**src/rtl/voice_alloc_pkg.sv**
```systemverilog
// Shared types and widths for the voice allocator.
//   VOICE_IDX_W : width of the voice index presented to downstream stages
//   NOTE_W      : MIDI note number width
//   VEL_W       : MIDI velocity width
//   state_t     : allocator FSM state encoding
//   midi_event_t: event captured on accept (velocity-0 note-on already folded to key-up)
package voice_alloc_pkg;

    localparam int unsigned VOICE_IDX_W = 8;
    localparam int unsigned NOTE_W      = 7;
    localparam int unsigned VEL_W       = 7;

    typedef enum logic [1:0] {
        ST_IDLE  = 2'd0,
        ST_SCAN  = 2'd1,
        ST_ISSUE = 2'd2,
        ST_GAP   = 2'd3
    } state_t;

    typedef struct packed {
        logic              key_down;
        logic [NOTE_W-1:0] note;
    } midi_event_t;

endpackage

```
**src/rtl/voice_table.sv**
```systemverilog
// Per-voice table: active bit + note number, one async read port, one write port.
//   i_clk, i_reset_n       : clock, synchronous active-low reset (clears active bits)
//   rd_idx                 : read address
//   rd_active_c, rd_note_c : combinational read data
//   we, wr_idx             : write strobe and address
//   wr_active, wr_note     : write data
module voice_table
    import voice_alloc_pkg::*;
#(
    parameter int unsigned NUM_VOICES = 16,
    parameter int unsigned IDX_W      = 4
) (
    input  logic              i_clk,
    input  logic              i_reset_n,
    input  logic [IDX_W-1:0]  rd_idx,
    output logic              rd_active_c,
    output logic [NOTE_W-1:0] rd_note_c,
    input  logic              we,
    input  logic [IDX_W-1:0]  wr_idx,
    input  logic              wr_active,
    input  logic [NOTE_W-1:0] wr_note
);

    logic [NUM_VOICES-1:0] active_q;
    logic [NOTE_W-1:0]     note_q [NUM_VOICES];

    // Active bits must clear on reset; note storage is don't-care while inactive.
    always_ff @(posedge i_clk) begin
        if (!i_reset_n) begin
            active_q <= '0;
        end else if (we) begin
            active_q[wr_idx] <= wr_active;
        end
    end

    always_ff @(posedge i_clk) begin
        if (we) begin
            note_q[wr_idx] <= wr_note;
        end
    end

    assign rd_active_c = active_q[rd_idx];
    assign rd_note_c   = note_q[rd_idx];

endmodule

```
**src/rtl/voice_alloc.sv**
```systemverilog
// Polyphonic voice allocator: accepts MIDI note events, scans the voice table
// one voice per clock, picks a target voice (retrigger > free > steal) and
// issues keystate / pitch-table update strobes, then enforces a minimum gap.
//   i_clk, i_reset_n                    : clock, synchronous active-low reset
//   i_midi_valid / o_midi_ready         : event handshake
//   i_midi_note_on, i_midi_note,
//   i_midi_velocity                     : event payload
//   o_SPI_flag, o_SPI_note_status,
//   o_SPI_voice_index                   : keystate update to envelope stage
//   o_note_we, o_note_value             : pitch-table write to oscillator stage
module voice_alloc
    import voice_alloc_pkg::*;
#(
    parameter int unsigned NUM_VOICES = 16,
    parameter int unsigned FLAG_GAP   = 8
) (
    input  logic       i_clk,
    input  logic       i_reset_n,
    input  logic       i_midi_valid,
    output logic       o_midi_ready,
    input  logic       i_midi_note_on,
    input  logic [6:0] i_midi_note,
    input  logic [6:0] i_midi_velocity,
    output logic       o_SPI_flag,
    output logic       o_SPI_note_status,
    output logic [7:0] o_SPI_voice_index,
    output logic       o_note_we,
    output logic [6:0] o_note_value
);

    localparam int unsigned IDX_W = (NUM_VOICES > 1) ? $clog2(NUM_VOICES) : 1;
    localparam int unsigned GAP_W = (FLAG_GAP > 1) ? $clog2(FLAG_GAP) : 1;
    localparam logic [IDX_W-1:0] LAST_IDX = IDX_W'(NUM_VOICES - 1);
    localparam logic [GAP_W-1:0] GAP_LAST = GAP_W'((FLAG_GAP > 0) ? FLAG_GAP - 1 : 0);

    state_t                 state_q, state_d;
    midi_event_t            ev_q, ev_d;
    logic [IDX_W-1:0]       scan_idx_q, scan_idx_d;
    logic                   free_found_q, free_found_d;
    logic [IDX_W-1:0]       free_idx_q, free_idx_d;
    logic                   match_found_q, match_found_d;
    logic [IDX_W-1:0]       match_idx_q, match_idx_d;
    logic [IDX_W-1:0]       steal_q, steal_d;
    logic [GAP_W-1:0]       gap_cnt_q, gap_cnt_d;
    logic                   ready_q, ready_d;
    logic                   flag_q, flag_d;
    logic                   status_q, status_d;
    logic [VOICE_IDX_W-1:0] vidx_q, vidx_d;
    logic                   we_q, we_d;
    logic [NOTE_W-1:0]      nval_q, nval_d;

    logic                   rd_active_c;
    logic [NOTE_W-1:0]      rd_note_c;
    logic                   tbl_we_c;

    // Scan results including the entry being read this cycle.
    logic                   nf_found_c, nm_found_c;
    logic [IDX_W-1:0]       nf_idx_c, nm_idx_c, target_c;

    // Table is updated in ISSUE using the decision registered on the last scan cycle.
    assign tbl_we_c = (state_q == ST_ISSUE);

    voice_table #(
        .NUM_VOICES (NUM_VOICES),
        .IDX_W      (IDX_W)
    ) u_voice_table (
        .i_clk       (i_clk),
        .i_reset_n   (i_reset_n),
        .rd_idx      (scan_idx_q),
        .rd_active_c (rd_active_c),
        .rd_note_c   (rd_note_c),
        .we          (tbl_we_c),
        .wr_idx      (vidx_q[IDX_W-1:0]),
        .wr_active   (status_q),
        .wr_note     (ev_q.note)
    );

    // State and output registers.
    always_ff @(posedge i_clk) begin
        if (!i_reset_n) begin
            state_q       <= ST_IDLE;
            ev_q          <= '0;
            scan_idx_q    <= '0;
            free_found_q  <= 1'b0;
            free_idx_q    <= '0;
            match_found_q <= 1'b0;
            match_idx_q   <= '0;
            steal_q       <= '0;
            gap_cnt_q     <= '0;
            ready_q       <= 1'b1;
            flag_q        <= 1'b0;
            status_q      <= 1'b0;
            vidx_q        <= '0;
            we_q          <= 1'b0;
            nval_q        <= '0;
        end else begin
            state_q       <= state_d;
            ev_q          <= ev_d;
            scan_idx_q    <= scan_idx_d;
            free_found_q  <= free_found_d;
            free_idx_q    <= free_idx_d;
            match_found_q <= match_found_d;
            match_idx_q   <= match_idx_d;
            steal_q       <= steal_d;
            gap_cnt_q     <= gap_cnt_d;
            ready_q       <= ready_d;
            flag_q        <= flag_d;
            status_q      <= status_d;
            vidx_q        <= vidx_d;
            we_q          <= we_d;
            nval_q        <= nval_d;
        end
    end

    // Next-state and next-output logic.
    always_comb begin
        state_d       = state_q;
        ev_d          = ev_q;
        scan_idx_d    = scan_idx_q;
        free_found_d  = free_found_q;
        free_idx_d    = free_idx_q;
        match_found_d = match_found_q;
        match_idx_d   = match_idx_q;
        steal_d       = steal_q;
        gap_cnt_d     = gap_cnt_q;
        flag_d        = 1'b0;
        we_d          = 1'b0;
        status_d      = status_q;
        vidx_d        = vidx_q;
        nval_d        = nval_q;
        target_c      = steal_q;

        // Lowest index wins: keep an earlier hit, otherwise take the current voice.
        nf_found_c = free_found_q | ~rd_active_c;
        nf_idx_c   = free_found_q ? free_idx_q : scan_idx_q;
        nm_found_c = match_found_q | (rd_active_c && (rd_note_c == ev_q.note));
        nm_idx_c   = match_found_q ? match_idx_q : scan_idx_q;

        case (state_q)
            ST_IDLE: begin
                if (i_midi_valid) begin
                    ev_d.key_down = i_midi_note_on && (i_midi_velocity != '0);
                    ev_d.note     = i_midi_note;
                    scan_idx_d    = '0;
                    free_found_d  = 1'b0;
                    match_found_d = 1'b0;
                    state_d       = ST_SCAN;
                end
            end
            ST_SCAN: begin
                free_found_d  = nf_found_c;
                free_idx_d    = nf_idx_c;
                match_found_d = nm_found_c;
                match_idx_d   = nm_idx_c;
                scan_idx_d    = scan_idx_q + 1'b1;
                if (scan_idx_q == LAST_IDX) begin
                    scan_idx_d = '0;
                    if (ev_q.key_down) begin
                        if (nm_found_c) begin
                            target_c = nm_idx_c;
                        end else if (nf_found_c) begin
                            target_c = nf_idx_c;
                        end else begin
                            target_c = steal_q;
                            steal_d  = (steal_q == LAST_IDX) ? '0 : steal_q + 1'b1;
                        end
                        flag_d   = 1'b1;
                        status_d = 1'b1;
                        we_d     = 1'b1;
                        nval_d   = ev_q.note;
                        vidx_d   = VOICE_IDX_W'(target_c);
                        state_d  = ST_ISSUE;
                    end else if (nm_found_c) begin
                        flag_d   = 1'b1;
                        status_d = 1'b0;
                        vidx_d   = VOICE_IDX_W'(nm_idx_c);
                        state_d  = ST_ISSUE;
                    end else begin
                        // Release of a note that is not sounding: nothing to do.
                        state_d = ST_IDLE;
                    end
                end
            end
            ST_ISSUE: begin
                gap_cnt_d = '0;
                state_d   = (FLAG_GAP == 0) ? ST_IDLE : ST_GAP;
            end
            ST_GAP: begin
                gap_cnt_d = gap_cnt_q + 1'b1;
                if (gap_cnt_q == GAP_LAST) begin
                    state_d = ST_IDLE;
                end
            end
            default: begin
                state_d = ST_IDLE;
            end
        endcase

        ready_d = (state_d == ST_IDLE);
    end

    assign o_midi_ready      = ready_q;
    assign o_SPI_flag        = flag_q;
    assign o_SPI_note_status = status_q;
    assign o_SPI_voice_index = vidx_q;
    assign o_note_we         = we_q;
    assign o_note_value      = nval_q;

endmodule

```
**config.mk**
```make
export PLATFORM = sky130hd
export DESIGN_NAME = voice_alloc
export DESIGN_NICKNAME = d
export VERILOG_FILES = /design/src/rtl/voice_alloc_pkg.sv /design/src/rtl/voice_table.sv /design/src/rtl/voice_alloc.sv
export SDC_FILE = /design/constraint.sdc
export NUM_CORES = 1
export LEC_CHECK = 0
export ABC_AREA = 1
export ABC_CLOCK_PERIOD_IN_PS = 2180
export CAP_MARGIN = 10
export CORE_ASPECT_RATIO = 1.5
export CORE_MARGIN = 3
export CORE_UTILIZATION = 35
export DETAILED_ROUTE_END_ITERATION = 10
export DONT_BUFFER_PORTS = 1
export PLACE_DENSITY = 0.49
export SKIP_LAST_GASP = 1
export SYNTH_ARGS = -nofsm -noshare
export SYNTH_HDL_FRONTEND = slang
export SYNTH_SLANG_ARGS = --single-unit
```
**constraint.sdc**
```tcl
create_clock -name i_clk -period 2.18 [get_ports i_clk]
set_input_delay 0.436 -clock i_clk [delete_from_list [all_inputs] [get_ports i_clk]]
set_output_delay 0.436 -clock i_clk [all_outputs]
set_load 0.03 [all_outputs]
```
[Word level (Yosys, flattened, before mapping)]
Memories as Yosys holds them, arrays and structs flattened. A register that Yosys moved wholly into a read port is not among the register bits.
Index checks and enable logic that the tools add are counted.
Word-level totals
  flip-flop bits (word level): 66
  latch bits: 0
  bits in writable memories: 112
  memory bits (read-only): 0
  bits of input ports: 18
  output and inout bits: 19
  logic and storage cells: 86
  memories kept: 1
Cells by class
  add/subtract/negate cells: 3
  multiply operators: 0
  divide/modulo/power cells: 0
  magnitude comparators: 3
  eq/ne operators: 8
  shifts and indexed selects: 0
  muxes and demuxes: 34
  bitwise gates (word level): 5
  reductions and logical operators: 15
Memories
  u_voice_table.note_q: words 16, bits a word 7, read ports 1, clocked after memory_dff 1, write ports 1, line voice_table.sv:25  | logic [NOTE_W-1:0] note_q [NUM_VOICES];
Operators with widths (number)
  $mux 4: 9
  $bwmux 16: 1
  $mux 8: 2
  $lt 4x5->1 const B: 2
  $mux 1: 10
  $mux 2: 5
  $reduce_and 3->1: 3
  $add 4x1->4 const B: 2
  $eq 4x4->1 const B: 2
  $pmux 2 s4: 1
  $pmux 4 s2: 1
  $eq 7x7->1: 1
  $reduce_bool 7->1: 1
  $pmux 3 s2: 1
  $reduce_bool 2->1: 3
  $reduce_and 5->1: 1
  $bmux 1 s4: 1
  $demux 1 s4: 1
  $eq 2x2->1 const B: 2
  $ge 4x1->1 const B: 1
  $logic_not 2->1: 2
  $pmux 1 s2: 2
  $reduce_and 2->1: 2
  $add 3x1->3 const B: 1
  other kinds (6): 11

[Logic depth before layout (Yosys ltp)]
  depth in word-level cells: 9
  mapped depth: 21
  gate-level depth less buffers: 19

[Hierarchy]
Synthesis repeated with hierarchy kept, for this count alone.
Unflattened totals
  cells, all modules: 898
  area total of the unflattened synthesis: 7857.5 µm²
Modules (own cells, without submodules)
  voice_table: instances 1, cells each 599, area an instance 5705.5 µm², sequential area each 3683.5 µm²
  voice_alloc: instances 1, cells each 299, area an instance 2152.1 µm², sequential area each 920.9 µm²

[Least setup slack after synthesis]
Ideal clock, no wire load.
  path type: reg-to-reg
  start: register with a tool-made name
  end: register vidx_q[1], in the netlist o_SPI_voice_index[1]
  library setup time: 115 ps
  arrival time: 1755 ps
  required time: 2065 ps
  setup slack: 309 ps
  cell stages (with the launch flop): 18
  buffers on the path: 3
  clock period less this slack: 1871 ps
  path through: dfxtp_1 buf_6 buf_6 buf_6 o211ai_2 nand3_1 nand3_1 nand2_1 nand2_1 nand3_1 nor2_2 nand2_2 nand2_4 nand2_2 nand2_4 nand2_1 nor2_1 nor2_1
RTL lines
  end signal: assignment: line voice_alloc.sv:109  | vidx_q <= vidx_d;
  end: declaration: line voice_alloc.sv:48  | logic [VOICE_IDX_W-1:0] vidx_q, vidx_d;

==> reports/results.md <==
## Cells and area
- 1169 — final standard cell count with taps included and fillers excluded
- 2108 — count of fill cells added during filler insertion
- 910 — Final #Nets
- 0 — final antenna diode count
- 0.152 — fraction of final layout cells sized beyond drive strength 1
- 18.7% — synthesis-to-layout area growth

## Power and ir drop
- 0.085 — power share of the combinational group
- 0.00173 W — switching power
- 0.504 — part of the power in registers
- 0.00557 W — Internal
- 3.74 nW — standby leakage power
- 802 mW/mm^2 — power density normalized to cell area
- 0.237 — sw frac
- 0.410 — clock network fraction of design power
- 0.412 mV — worst vdd ir

## Timing
- 0 — final-report max-slew violation count
- -0.00172 ns — setup total negative slack
- 0.666 — Slew Limit Headroom
- 1.00 — fraction of the cycle the final worst path needs
- -0.00172 ns — final critical-path setup slack
- 0.0104 ns — clock skew
- yes — RSZ-0062 raised after global routing
- 1 — number of endpoints failing setup at the final stage
- 0.500 ns — Tightest Pin Transition
- 458 MHz — fmax
- 0 — number of hold violations in the final report
- 2.18 ns — final critical delay including setup and external delays

## Synthesis
- 178 — count of state elements after synthesis
- 211 x nand2_1, 112 x edfxtp_1, 92 x nand3_1, 90 x inv_1, 69 x nor2_1 — ranking of synthesized cells by instance count
- nand2_1 — most frequent cell after synthesis
- 112 — number of enable-type register cells in the synthesized netlist
- 9.17 sq um — Syn Area/Cell
- 0.00766 sq mm — Mapped Area
- 0.439 — top cell type's share of synthesized area
- edfxtp_1 — library cell with the largest summed area after synthesis
- 0 — fraction of registers with async set/reset
- 836 — Synth Instances
- edfxtp_1 — most common flop cell mapped by yosys
- 0.611 — post-synthesis sequential area ratio
- 38 — number of distinct standard cells referenced by the synthesized netlist
- 0 — total number of yosys warnings
- edfxtp_1 44%, dfxtp_1 17%, nand2_1 10% — main area contributors after synthesis

## Die
- 0.0237 sq mm — area of the die
- 0.0213 sq mm — core footprint
- 37 — ports placed on the boundary
- 0.360 — Initial Utilization
- 127 microns — die width
- 65 — row count
- 187 microns — Vert. Die Dim

## Placed design
- 14300 microns — detailed placer's ending HPWL
- 0.820 — Placer Congestion
- 1133 — Placed Cells
- 0 — IO buf count

## Route
- 5 — Detailed Routing Iterations Pass 1
- 4.86 — Avg Vias per Cell
- 0 — Remaining DRCs
- 20300 microns — Final Routed Wirelength
- 342 — drt first-iter violations
- 5677 — via total after detailed routing
- 17.3 microns — average wire per cell in the routed design
- 0 — post-route ant nets

## Critical path
- 2.50 ns — worst endpoint required time
- 10 — maximum fanout along the worst path
- o_SPI_voice_index[2] — reg2reg end
- flop — startpoint class of the critical path
- flop to flop — critical path start-end classification
- 2.50 ns — crit path DAT
- flop — kind of capture point of the worst setup path
- -0.002 ns — setup slack of the worst register-to-register path
- o_SPI_voice_index[2] — end point of the critical path
- 20 — worst reg-to-reg path cell count

## Global routing
- 0 — Congestion Overflow GR
- 0 — initial antenna violation count
- 31500 microns — global-route wire length before repair
- 5693 — vias in the first global route
- 0.174 — total track usage
- 51 — largest net degree at the start of global routing

## Clock tree
- 4 — H-Tree Level Count
- yes — clock tree from TritonCTS
- 0 — hold_buf cts
- 0.07 ns — clock slew at the register clock pins of the worst setup and hold paths
- 0.44 ns — clk_lat worst skew
- 178 — CTS Sinks
- 17 — number of buffers added by the clock tree synthesis step
- clkbuf_16 — clock root buffer
- 2 — worst-case clock buffer depth

## Status
- negative setup slack — violated checks
- finished, violations left — outcome

## Flow run
- 0 — max-capacitance violation count

## Worst hold path
- primary input to flop — classification of the worst-slack hold path
- i_reset_n — critical hold path startpoint

sequential cells by signal, indices dropped and copies added (netlist names), named ones only:
register                cells
free_idx_q                  4
match_idx_q                 4
u_voice_table.active_q     16
steal_q                     4
o_SPI_note_status           1
o_midi_ready                1
o_SPI_voice_index           4
gap_cnt_q                   3
state_q                     2
o_note_we                   1
u_voice_table.note_q      112
o_note_value                7
free_found_q                1
match_found_q               1
scan_idx_q                  4
ev_q                        8
o_SPI_flag                  1
critical path, stage by stage (launching register included):
cell and delay [ns]:
dfxtp_4 0.40, buf_8 0.15, clkbuf_16 0.16, nand2_1 0.05, nand2_1 0.06, nand2_1 0.04
nand3_1 0.10, nand3_2 0.09, nand2_1 0.09, nand2_1 0.05, nand2_1 0.06, inv_1 0.04
nand2_1 0.06, nor2_2 0.04, nand2_2 0.11, nand2_4 0.10, nand2_4 0.08, nand2_4 0.07
buf_4 0.14, o21ai_1 0.11, nor2_1 0.06
metrics by stage:
step	power, W	hold slack (ns)	area, sq um	setup WS, ns	util
final	0.00730	0.118	9100	-0.00172	0.427
after global routing	0.00759	0.121	9100	-0.190	0.427
after CTS	0.00734	0.0853	8960	-0.0425	0.420
after detailed placement	0.00434	0.461	8350	-0.0639	0.392
after global placement	0.00434	0.459	8350	-0.0374	0.392
after floorplan	0.00413	0.444	7680	0.309	-
placed cells by master, fill, tap and decap left out, types with 4 or more instances in the layout:
cell,Yosys,layout
nand2_1,211,209
edfxtp_1,112,112
inv_1,90,90
nand3_1,92,82
nor2_1,69,66
dfxtp_1,66,64
o21ai_0,58,57
buf_4,9,55
a21oi_1,48,47
clkbuf_16,0,20
o21ai_1,11,12
nand3_2,2,12
buf_12,0,6
inv_2,5,5
nor2_2,2,5
ha_1,4,4
conb_1,1,4
clkinv_4,0,4
clkbuf_8,0,4
routing by layer:
metal,up-vias,GRT usage,share of wire
met3,33,0.0377,0.031
met4,0,0.0690,0.028
met5,-,0,0
met2,100,0.325,0.56
li1,2876,-,-
met1,2668,0.186,0.38
worst min-delay path by stage:
stage | to | slack, ns | depth (start not counted)
final | o_SPI_flag | 0.12 | 2
after global routing | o_SPI_flag | 0.12 | 2
after CTS | o_SPI_flag | 0.09 | 2
after detailed placement | gap_cnt_q[1] | 0.46 | 2
after global placement | gap_cnt_q[2] | 0.46 | 2
after floorplan | gap_cnt_q[0] | 0.44 | 1
timing repair:
action | CTS | global route
gates resized for setup | 6 | 18
pin swaps | 0 | 8
buffers inserted | 0 | 1
setup endpoints to repair | 4 | 12
cloned | 0 | 3
kinds of logic after synthesis:
logic type	count (synthesis)	share of synthesized area
and+or+nand+nor	388	0.214
DFF	178	0.611
buffers and inverters	133	0.0746
AOI/OAI and AO/OA	130	0.0914
adders and majority gates	4	0.00653
xor gates and xnor gates	2	0.00229
other	1	0.000489
cell type report:
| cell class | instances | area, sq um | share of cell area |
|---|---|---|---|
| sequential | 178 | 4690 | 0.515 |
| clock inverter | 11 | 101 | 0.0111 |
| clock buffer | 21 | 480 | 0.0528 |
| inverter | 97 | 369 | 0.0406 |
| multi-input combinational | 528 | 2490 | 0.274 |
| timing repair buffer | 66 | 634 | 0.0697 |
| tap | 268 | 335 | 0.0368 |
power groups by stage:
stage / combinational, W / clock (W) / sequential (W)
2_1_floorplan: 0.000365 / 0 / 0.00376
3_3_place_gp: 0.000583 / 0 / 0.00375
3_5_place_dp: 0.000584 / 0 / 0.00375
4_1_cts: 0.000589 / 0.00307 / 0.00368
5_1_grt: 0.000703 / 0.00320 / 0.00369
6_report: 0.000624 / 0.00300 / 0.00368
Note: power is estimated with default switching activity, not from simulation.
